$ cat config.mk
export PLATFORM = sky130hd
export DESIGN_NAME = bnn_layer_sequencer
export DESIGN_NICKNAME = d
export VERILOG_FILES = /design/src/rtl/bnn_pkg.sv /design/src/rtl/bnn_neuron_unit.sv /design/src/rtl/bnn_layer_sequencer.sv
export SDC_FILE = /design/constraint.sdc
export NUM_CORES = 1
export LEC_CHECK = 0
export CAP_MARGIN = 20
export CORE_UTILIZATION = 49
export CTS_CLUSTER_DIAMETER = 40
export DETAILED_ROUTE_END_ITERATION = 10
export PLACE_DENSITY = 0.87
export RECOVER_POWER = 25
export SETUP_SLACK_MARGIN = 0.1
export SLEW_MARGIN = 10
export SYNTH_ARGS = -nofsm -noshare
export SYNTH_HDL_FRONTEND = slang
export SYNTH_SLANG_ARGS = --single-unit
$ cat constraint.sdc
create_clock -name clk -period 4.9 [get_ports clk]
set_clock_uncertainty 0.1 [all_clocks]
set_input_delay 0.735 -clock clk [delete_from_list [all_inputs] [get_ports clk]]
set_output_delay 0.735 -clock clk [all_outputs]
set_load 0.01 [all_outputs]
$ cat src/rtl/bnn_pkg.sv
// Shared constants and types for the time-multiplexed 8-8-4 BNN sequencer.
package bnn_pkg;

    localparam int NUM_NEURONS = 20;
    localparam int L1_N        = 8;
    localparam int L2_N        = 8;
    localparam int L3_N        = 4;

    localparam int W_WIDTH     = 8;
    localparam int T_WIDTH     = 4;
    localparam int IDX_WIDTH   = 5;

    localparam logic [IDX_WIDTH-1:0] L1_BASE  = 5'd0;
    localparam logic [IDX_WIDTH-1:0] L2_BASE  = 5'd8;
    localparam logic [IDX_WIDTH-1:0] L3_BASE  = 5'd16;
    localparam logic [IDX_WIDTH-1:0] IDX_LAST = 5'd19;

    typedef enum logic [2:0] {
        ST_IDLE = 3'd0,
        ST_L1   = 3'd1,
        ST_L2   = 3'd2,
        ST_L3   = 3'd3,
        ST_DONE = 3'd4
    } state_e;

endpackage

$ cat src/rtl/bnn_neuron_unit.sv
// Single binary neuron: XNOR operand against weight, popcount, fire when count >= threshold.
module bnn_neuron_unit
    import bnn_pkg::*;
(
    input  logic [W_WIDTH-1:0] operand,
    input  logic [W_WIDTH-1:0] weight,
    input  logic [T_WIDTH-1:0] thresh,
    output logic               fire
);

    logic [W_WIDTH-1:0] match;
    logic [3:0]         pop;

    always_comb begin
        match = ~(operand ^ weight);
        pop   = '0;
        for (int i = 0; i < W_WIDTH; i++) begin
            pop = pop + {3'b000, match[i]};
        end
    end

    // Thresholds 9..15 exceed the maximum count of 8 and therefore never fire.
    assign fire = (pop >= thresh);

endmodule

$ cat src/rtl/bnn_layer_sequencer.sv
// Walks one shared neuron unit over all 20 neurons of the 8-8-4 BNN, layer by layer,
// reading weight/threshold from the config file and yielding to the loader via cfg_busy.
//
//   state   | meaning
//   --------+-----------------------------------------------------------
//   ST_IDLE | waiting for start; cfg_addr parked at 0
//   ST_L1   | evaluating neurons 0..7 on the latched input vector
//   ST_L2   | evaluating neurons 8..15 on l1_vec
//   ST_L3   | evaluating neurons 16..19 on l2_vec
//   ST_DONE | one-cycle done pulse; result/hidden already loaded
module bnn_layer_sequencer
    import bnn_pkg::*;
(
    input  logic                 clk,
    input  logic                 rst_n,
    input  logic                 ena,
    input  logic                 start,
    input  logic [7:0]           in_vec,
    input  logic                 cfg_busy,
    output logic [IDX_WIDTH-1:0] cfg_addr,
    input  logic [W_WIDTH-1:0]   cfg_weight,
    input  logic [T_WIDTH-1:0]   cfg_thresh,
    output logic                 busy,
    output logic                 done,
    output logic [3:0]           result,
    output logic [3:0]           hidden
);

    state_e                 state_q, state_d;
    logic [IDX_WIDTH-1:0]   idx_q, idx_d;
    logic [7:0]             in_vec_q, in_vec_d;
    logic [7:0]             l1_vec_q, l1_vec_d;
    logic [7:0]             l2_vec_q, l2_vec_d;
    logic [3:0]             l3_vec_q, l3_vec_d;
    logic [3:0]             result_q, result_d;
    logic [3:0]             hidden_q, hidden_d;

    logic [7:0]             operand;
    logic                   fire;
    logic                   adv;
    logic                   eval_st;

    assign adv     = ena && !cfg_busy;
    assign eval_st = (state_q == ST_L1) || (state_q == ST_L2) || (state_q == ST_L3);

    always_comb begin
        case (state_q)
            ST_L1:   operand = in_vec_q;
            ST_L2:   operand = l1_vec_q;
            ST_L3:   operand = l2_vec_q;
            default: operand = '0;
        endcase
    end

    bnn_neuron_unit u_neuron (
        .operand (operand),
        .weight  (cfg_weight),
        .thresh  (cfg_thresh),
        .fire    (fire)
    );

    // Layer bases are multiples of the layer width, so the low idx bits are the bit offset.
    always_comb begin
        state_d  = state_q;
        idx_d    = idx_q;
        in_vec_d = in_vec_q;
        l1_vec_d = l1_vec_q;
        l2_vec_d = l2_vec_q;
        l3_vec_d = l3_vec_q;
        result_d = result_q;
        hidden_d = hidden_q;

        case (state_q)
            ST_IDLE: begin
                if (ena && start && !cfg_busy) begin
                    in_vec_d = in_vec;
                    idx_d    = L1_BASE;
                    state_d  = ST_L1;
                end
            end
            ST_L1: begin
                if (adv) begin
                    l1_vec_d[idx_q[2:0]] = fire;
                    idx_d = idx_q + 5'd1;
                    if (idx_q == L2_BASE - 5'd1) begin
                        state_d = ST_L2;
                    end
                end
            end
            ST_L2: begin
                if (adv) begin
                    l2_vec_d[idx_q[2:0]] = fire;
                    idx_d = idx_q + 5'd1;
                    if (idx_q == L3_BASE - 5'd1) begin
                        state_d = ST_L3;
                    end
                end
            end
            ST_L3: begin
                if (adv) begin
                    l3_vec_d[idx_q[1:0]] = fire;
                    idx_d = idx_q + 5'd1;
                    if (idx_q == IDX_LAST) begin
                        state_d  = ST_DONE;
                        idx_d    = '0;
                        result_d = l3_vec_d;
                        hidden_d = l2_vec_q[7:4];
                    end
                end
            end
            ST_DONE: begin
                if (ena) begin
                    state_d = ST_IDLE;
                end
            end
            default: begin
                state_d = ST_IDLE;
                idx_d   = '0;
            end
        endcase
    end

    always_ff @(posedge clk or negedge rst_n) begin
        if (!rst_n) begin
            state_q  <= ST_IDLE;
            idx_q    <= '0;
            in_vec_q <= '0;
            l1_vec_q <= '0;
            l2_vec_q <= '0;
            l3_vec_q <= '0;
            result_q <= '0;
            hidden_q <= '0;
        end else begin
            state_q  <= state_d;
            idx_q    <= idx_d;
            in_vec_q <= in_vec_d;
            l1_vec_q <= l1_vec_d;
            l2_vec_q <= l2_vec_d;
            l3_vec_q <= l3_vec_d;
            result_q <= result_d;
            hidden_q <= hidden_d;
        end
    end

    assign cfg_addr = eval_st ? idx_q : '0;
    assign busy     = (state_q != ST_IDLE);
    assign done     = (state_q == ST_DONE);
    assign result   = result_q;
    assign hidden   = hidden_q;

endmodule

==> flow_metrics.env <==
export IMPL_status="complete, but fails checks"
export IMPL_failed_checks="capacitance limit, slew limit"
export IMPL_post_route_period_util_pct=97.3
export IMPL_num_fill_cells=404
export IMPL_gp_congestion=0.891
export IMPL_hold_buffers=0
export IMPL_overflow=0
export IMPL_hold_viol_final=0
export IMPL_crit_path_end_kind="register"
export IMPL_htreeDepth=2
export IMPL_synth_nets=290
export IMPL_cap_violations=1
export IMPL_holdWs_ns=0.382
export IMPL_register_area_sq_um=1080
export IMPL_multiInputGateArea_sq_um=1480
export IMPL_die_h_um=74.9
export IMPL_final_setup_tns_ns=0
export IMPL_clock_sinks=43
export IMPL_rsz0062_at_grt="yes"
export IMPL_remaining_drc_errors=0
export IMPL_tightest_slew_ns=2.23
export IMPL_finalSetupViolCount=0
export IMPL_final_util_pct=63.7
export IMPL_grt_max_degree=44
export IMPL_synth_top_family_by_area="multiplexers"
export IMPL_synthMuxAreaShare_pct=17.7
export IMPL_synth_seq_cells=43
export IMPL_insertion_delay_ns=0.31
export IMPL_syn_area_sq_um=2600
export IMPL_p_per_area_nw_per_um2=832
export IMPL_grt_pass1_wl_mm=8.98
export IMPL_synthXorXnorAreaFrac_pct=3.36
export IMPL_detailed_place_hpwl_mm=4.04
export IMPL_ir_drop_mv=0.550
export IMPL_die_w_um=74.9
export IMPL_final_common_cell="dfrtp_1"
export IMPL_timing_fmax_mhz=210
export IMPL_synth_simple_area_share_pct=16.9
export IMPL_antenna_cells=0
export IMPL_critPathKind="register to register"
export IMPL_wl_mm=5.68
export IMPL_arrival_ns=4.85
export IMPL_grt_pass1_vias=1968
export IMPL_cp_data_required_time_ns=4.99
export IMPL_cts_root_buf="clkbuf_8"
export IMPL_slew_headroom_pct=-48.4
export IMPL_cts_path_max_buffers=2
export IMPL_p_leak_uw=0.00150
export IMPL_synth_compound_area_share_pct=7.26
export IMPL_synth_fa_ha_area_share_pct=8.84
export IMPL_via_count=2012
export IMPL_ant_nets=0
export IMPL_post_synth_cell_area_avg_sq_um=10.5
export IMPL_fin_nets=332
export IMPL_cts_made_buffers=5
export IMPL_worstHoldPathType="register to register"
export IMPL_start_kind="register"
export IMPL_drt_iter0_drc=185
export IMPL_synth_cell_type_count=34
export IMPL_syn_inst=249
export IMPL_die_area_sq_um=5610
export IMPL_syn2layout_area_growth_pct=24.9
export IMPL_avgRoutedWirePerCell_um=15.7
export IMPL_ys_seq_area_share_pct=41.3
export IMPL_layout_common_cells="dfrtp_1, clkdlybuf4s50_1, mux2_2"
export IMPL_clk_pin_slew_ns=0.08
export IMPL_fp_row_count=26
export IMPL_grt_use_total_pct=21.6
export IMPL_slew_violations=44
export IMPL_cts_tree="yes"
export IMPL_routed_via_density=5.56
export IMPL_pin_count=40
export IMPL_core_sq_um=5110
export IMPL_path_max_fanout=10
export IMPL_yosysWarnings=0
export IMPL_start_util_pct=51.0
export IMPL_io_buffers=39
export IMPL_drive_gt1_share_pct=24.3
export IMPL_dr_pass1_iters=4
export IMPL_antenna_found_initial=0
export IMPL_period_minus_slack_ns=4.77
## per-layer routing
layer	wire [um]	global-route usage [%]	vias to the layer above	share of wire (%)
li1	-	-	948	-
met1	2520	27.9	988	44
met2	2820	36.0	74	50
met3	326	5.09	2	5.7
met4	14	6.71	0	0.25
met5	0	0	-	0
## registers in the layout (all words and copies together), names as in the netlist
name      count
hidden        4
idx_q         5
in_vec_q      8
l1_vec_q      8
l2_vec_q      8
l3_vec_q      3
result        4
state_q       3
## path summary, 6_finish.rpt
check                                        from                       to  slack (ns)  cells past startpoint
min in group asynchronous                   rst_n    hidden[3]$_DFFE_PN0P_        0.98                      1
min                         result[1]$_DFFE_PN0P_    result[1]$_DFFE_PN0P_        0.38                      2
max                        state_q[1]$_DFFE_PN0P_  l1_vec_q[2]$_DFFE_PN0P_        0.13                     15
min reg2reg                 result[1]$_DFFE_PN0P_    result[1]$_DFFE_PN0P_        0.38                      2
max reg2reg                state_q[1]$_DFFE_PN0P_  l1_vec_q[2]$_DFFE_PN0P_        0.13                     15
max in group asynchronous                   rst_n   state_q[1]$_DFFE_PN0P_        2.29                      1
## Yosys cell counts (all sizes together)
library cell	instances	share of area, %
nor3	8	1.5
xnor2	3	1.0
nor2b	7	1.7
fa	4	3.1
clkbuf	4	0.58
o21a	1	0.29
and3	3	0.72
a221oi	1	0.34
o2bb2ai	1	0.34
buf	8	2.0
inv	14	2.0
a2111o	1	0.43
nand3b	2	0.58
o31ai	4	1.2
o21ai	6	1.2
dfrtp	43	41
a21boi	3	0.86
nand2b	4	1.2
nand2	15	2.2
nand3	10	1.9
and3b	2	0.67
and4bb	1	0.48
nand4	3	0.72
and2	5	1.3
mux2	41	18
ha	12	5.8
nor2	26	3.8
a22oi	8	2.3
xor2	7	2.4
a21oi	2	0.38
## stage by stage
step,power [uW],setup slack (ns),area (sq um),instances
after floorplan,1850,0.137,2610,249
after global routing,2930,0.0325,3250,362
after detailed placement,2160,-0.0297,3060,352
after global placement,2090,0.0665,3060,352
final,2700,0.132,3250,362
after CTS,2450,0.104,3180,360
## power by group
part | switching (uW) | internal [uW] | leakage [uW] | total (uW)
clock | 124 | 165 | 0.0000612 | 289
sequential | 113 | 462 | 0.000569 | 575
combinational | 936 | 905 | 0.000871 | 1840
## cell type report
cell class | instances | area share [%]
Clock buffer | 6 | 2.54
Clock inverter | 2 | 1.08
Inverter | 14 | 1.62
Multi-Input combinational cell | 182 | 45.6
Sequential cell | 43 | 33.1
Tap cell | 70 | 2.69
Timing Repair Buffer | 45 | 13.3
## cell families (layout without fill, tap and decap cells)
logic type	after synthesis	after routing
mux	41	41
simple gates	86	88
compound gates	27	27
fa+ha+maj	16	16
flops	43	43
xor+xnor	10	10
buf+inv	26	67
## worst max-delay path, cell delays in order, from the launching register on
cell,delay [ns]
dfrtp_2,0.48
mux2_4,0.33
a22oi_2,0.14
nor2_2,0.07
xnor2_1,0.13
ha_1,0.29
inv_2,0.04
fa_1,0.54
fa_1,0.43
fa_2,0.38
fa_1,0.52
inv_1,0.04
ha_1,0.26
a2111o_1,0.43
and2_4,0.21
mux2_2,0.26
## timing repair
item                                    CTS  global route
gates resized for setup                   2            21
pin swaps                                 0             1
cloned                                    0             2
setup buffers                             0             1
endpoints found under the setup margin   23            23
Note: power is estimated with default switching activity, not from simulation.
==> edit: new RTL, same settings <==
Take the reset off `result_q` and load it in a clocked block of its own.
--- a/src/rtl/bnn_layer_sequencer.sv
+++ b/src/rtl/bnn_layer_sequencer.sv
@@ -128,7 +128,6 @@
             l1_vec_q <= '0;
             l2_vec_q <= '0;
             l3_vec_q <= '0;
-            result_q <= '0;
             hidden_q <= '0;
         end else begin
             state_q  <= state_d;
@@ -137,9 +136,12 @@
             l1_vec_q <= l1_vec_d;
             l2_vec_q <= l2_vec_d;
             l3_vec_q <= l3_vec_d;
-            result_q <= result_d;
             hidden_q <= hidden_d;
         end
+    end
+
+    always_ff @(posedge clk) begin
+        result_q <= result_d;
     end
 
     assign cfg_addr = eval_st ? idx_q : '0;
Formal check against the unedited RTL: no difference found for any inputs over 10 cycles, from zero or initial values and one cycle with rst_n low; that may be too few to reach the edited logic, so the function may still have changed.
==> edit against the original RTL <==
- the run still ends with max-capacitance violations, max-slew violations left
- sequential cell count is 1 higher
- wire length is 2.9% higher
- area after synthesis is 6.8% higher
- worst setup slack better by 0.13 ns
- final area is 5.2% higher
- critical path type unchanged
- highest routed layer unchanged
Power is not shown: default switching activity piles up to over one toggle a cycle in this logic, so the estimate is an artifact.
==> edit: results (changes against the original RTL) <==
finish:
  seq_share_pct: 32.8  # -0.31 points
  nNonClkBuffers: 50  # +11%
  n_fill_cell: 440  # +8.9%
  multiInputGateArea_um2: 1570  # +5.8%
  multi_input_gates: 181  # -0.55%
placed_design:
  detailed_place_hpwl_um: 4200  # +3.8%
  placed_cells: 359  # +2.0%
  gp_congestion: 0.851  # -4.5%
sta:
  slew_viol_final: 41  # -6.8%
  tightest_slew_ns: 2.12  # -0.110 ns
logic_synthesis:
  ys_async_sr_fraction_pct: 90.9  # -9.1 points
  synth_fp_nets: 294  # +1.4%
  synth_cell_types: 53  # +56%
  ys_seq_elements: 44  # +2.3%
  synth_fa_ha_area_share_pct: 8.28  # -0.56 points
  ys_seq_area_share_pct: 40.3  # -1.0 points
  synth.area.top_cells: "dfrtp_1 36%, mux2_4 7.0%, mux2_2 6.1%, ha_1 5.4%, edfxtp_1 4.3%"
  synth_xor_area_share_pct: 2.83  # -0.53 points
  synth_edf_count: 4  # +4
  synthTopCellsByCount: "40 x dfrtp_1, 20 x nor2_1, 15 x inv_1, 15 x mux2_2, 14 x nand2_1"
global_routing:
  grt_pass1_wl_um: 10200  # +14%
outcome:
  run_status: "complete, but fails checks"
  violations: "max-capacitance violations, max-slew violations"
drt:
  vias_per_cell: 5.64  # +1.4%
  drt-wirelength-per-cell_um: 15.8  # +0.71%
  wl_um: 5850  # +2.9%
  drtIter0Drc: 88  # -52%
setup_path:
  worstPathArrival_ns: 4.73  # -0.12 ns
  r2r_slack_ns: 0.26  # +0.13 ns
job:
  maxCapViolCount: 1  # unchanged
worst_hold_path:
  worstHoldStart: "l1_vec_q[6]$_DFFE_PN0P_"
floorplan:
  fp.dieW_um: 77.3  # +3.3%
==> edit: timing repair <==
action	4_1_cts	5_1_grt
pin swaps	6	3
setup buffers	2	1
cloned	0	0
setup endpoints to repair	24	24
resized for setup	11	1
==> edit: worst max-delay path by stage <==
stage,endpoint,slack [ns],cells past startpoint
final,l1_vec_q[1]$_DFFE_PN0P_,0.26,16
after global placement,l2_vec_q[5]$_DFFE_PN0P_,-0.02,14
after CTS,l1_vec_q[1]$_DFFE_PN0P_,0.11,16
after floorplan,result[3]$_DFFE_PP_,0.12,18
after global routing,l2_vec_q[7]$_DFFE_PN0P_,0.10,16
after detailed placement,l2_vec_q[7]$_DFFE_PN0P_,-0.09,14
==> edit: per-layer routing <==
metal	wire (um)	GRT usage, %
met5	0	0
met4	131	8.11
met3	260	4.12
met2	2800	35.3
met1	2650	29.5
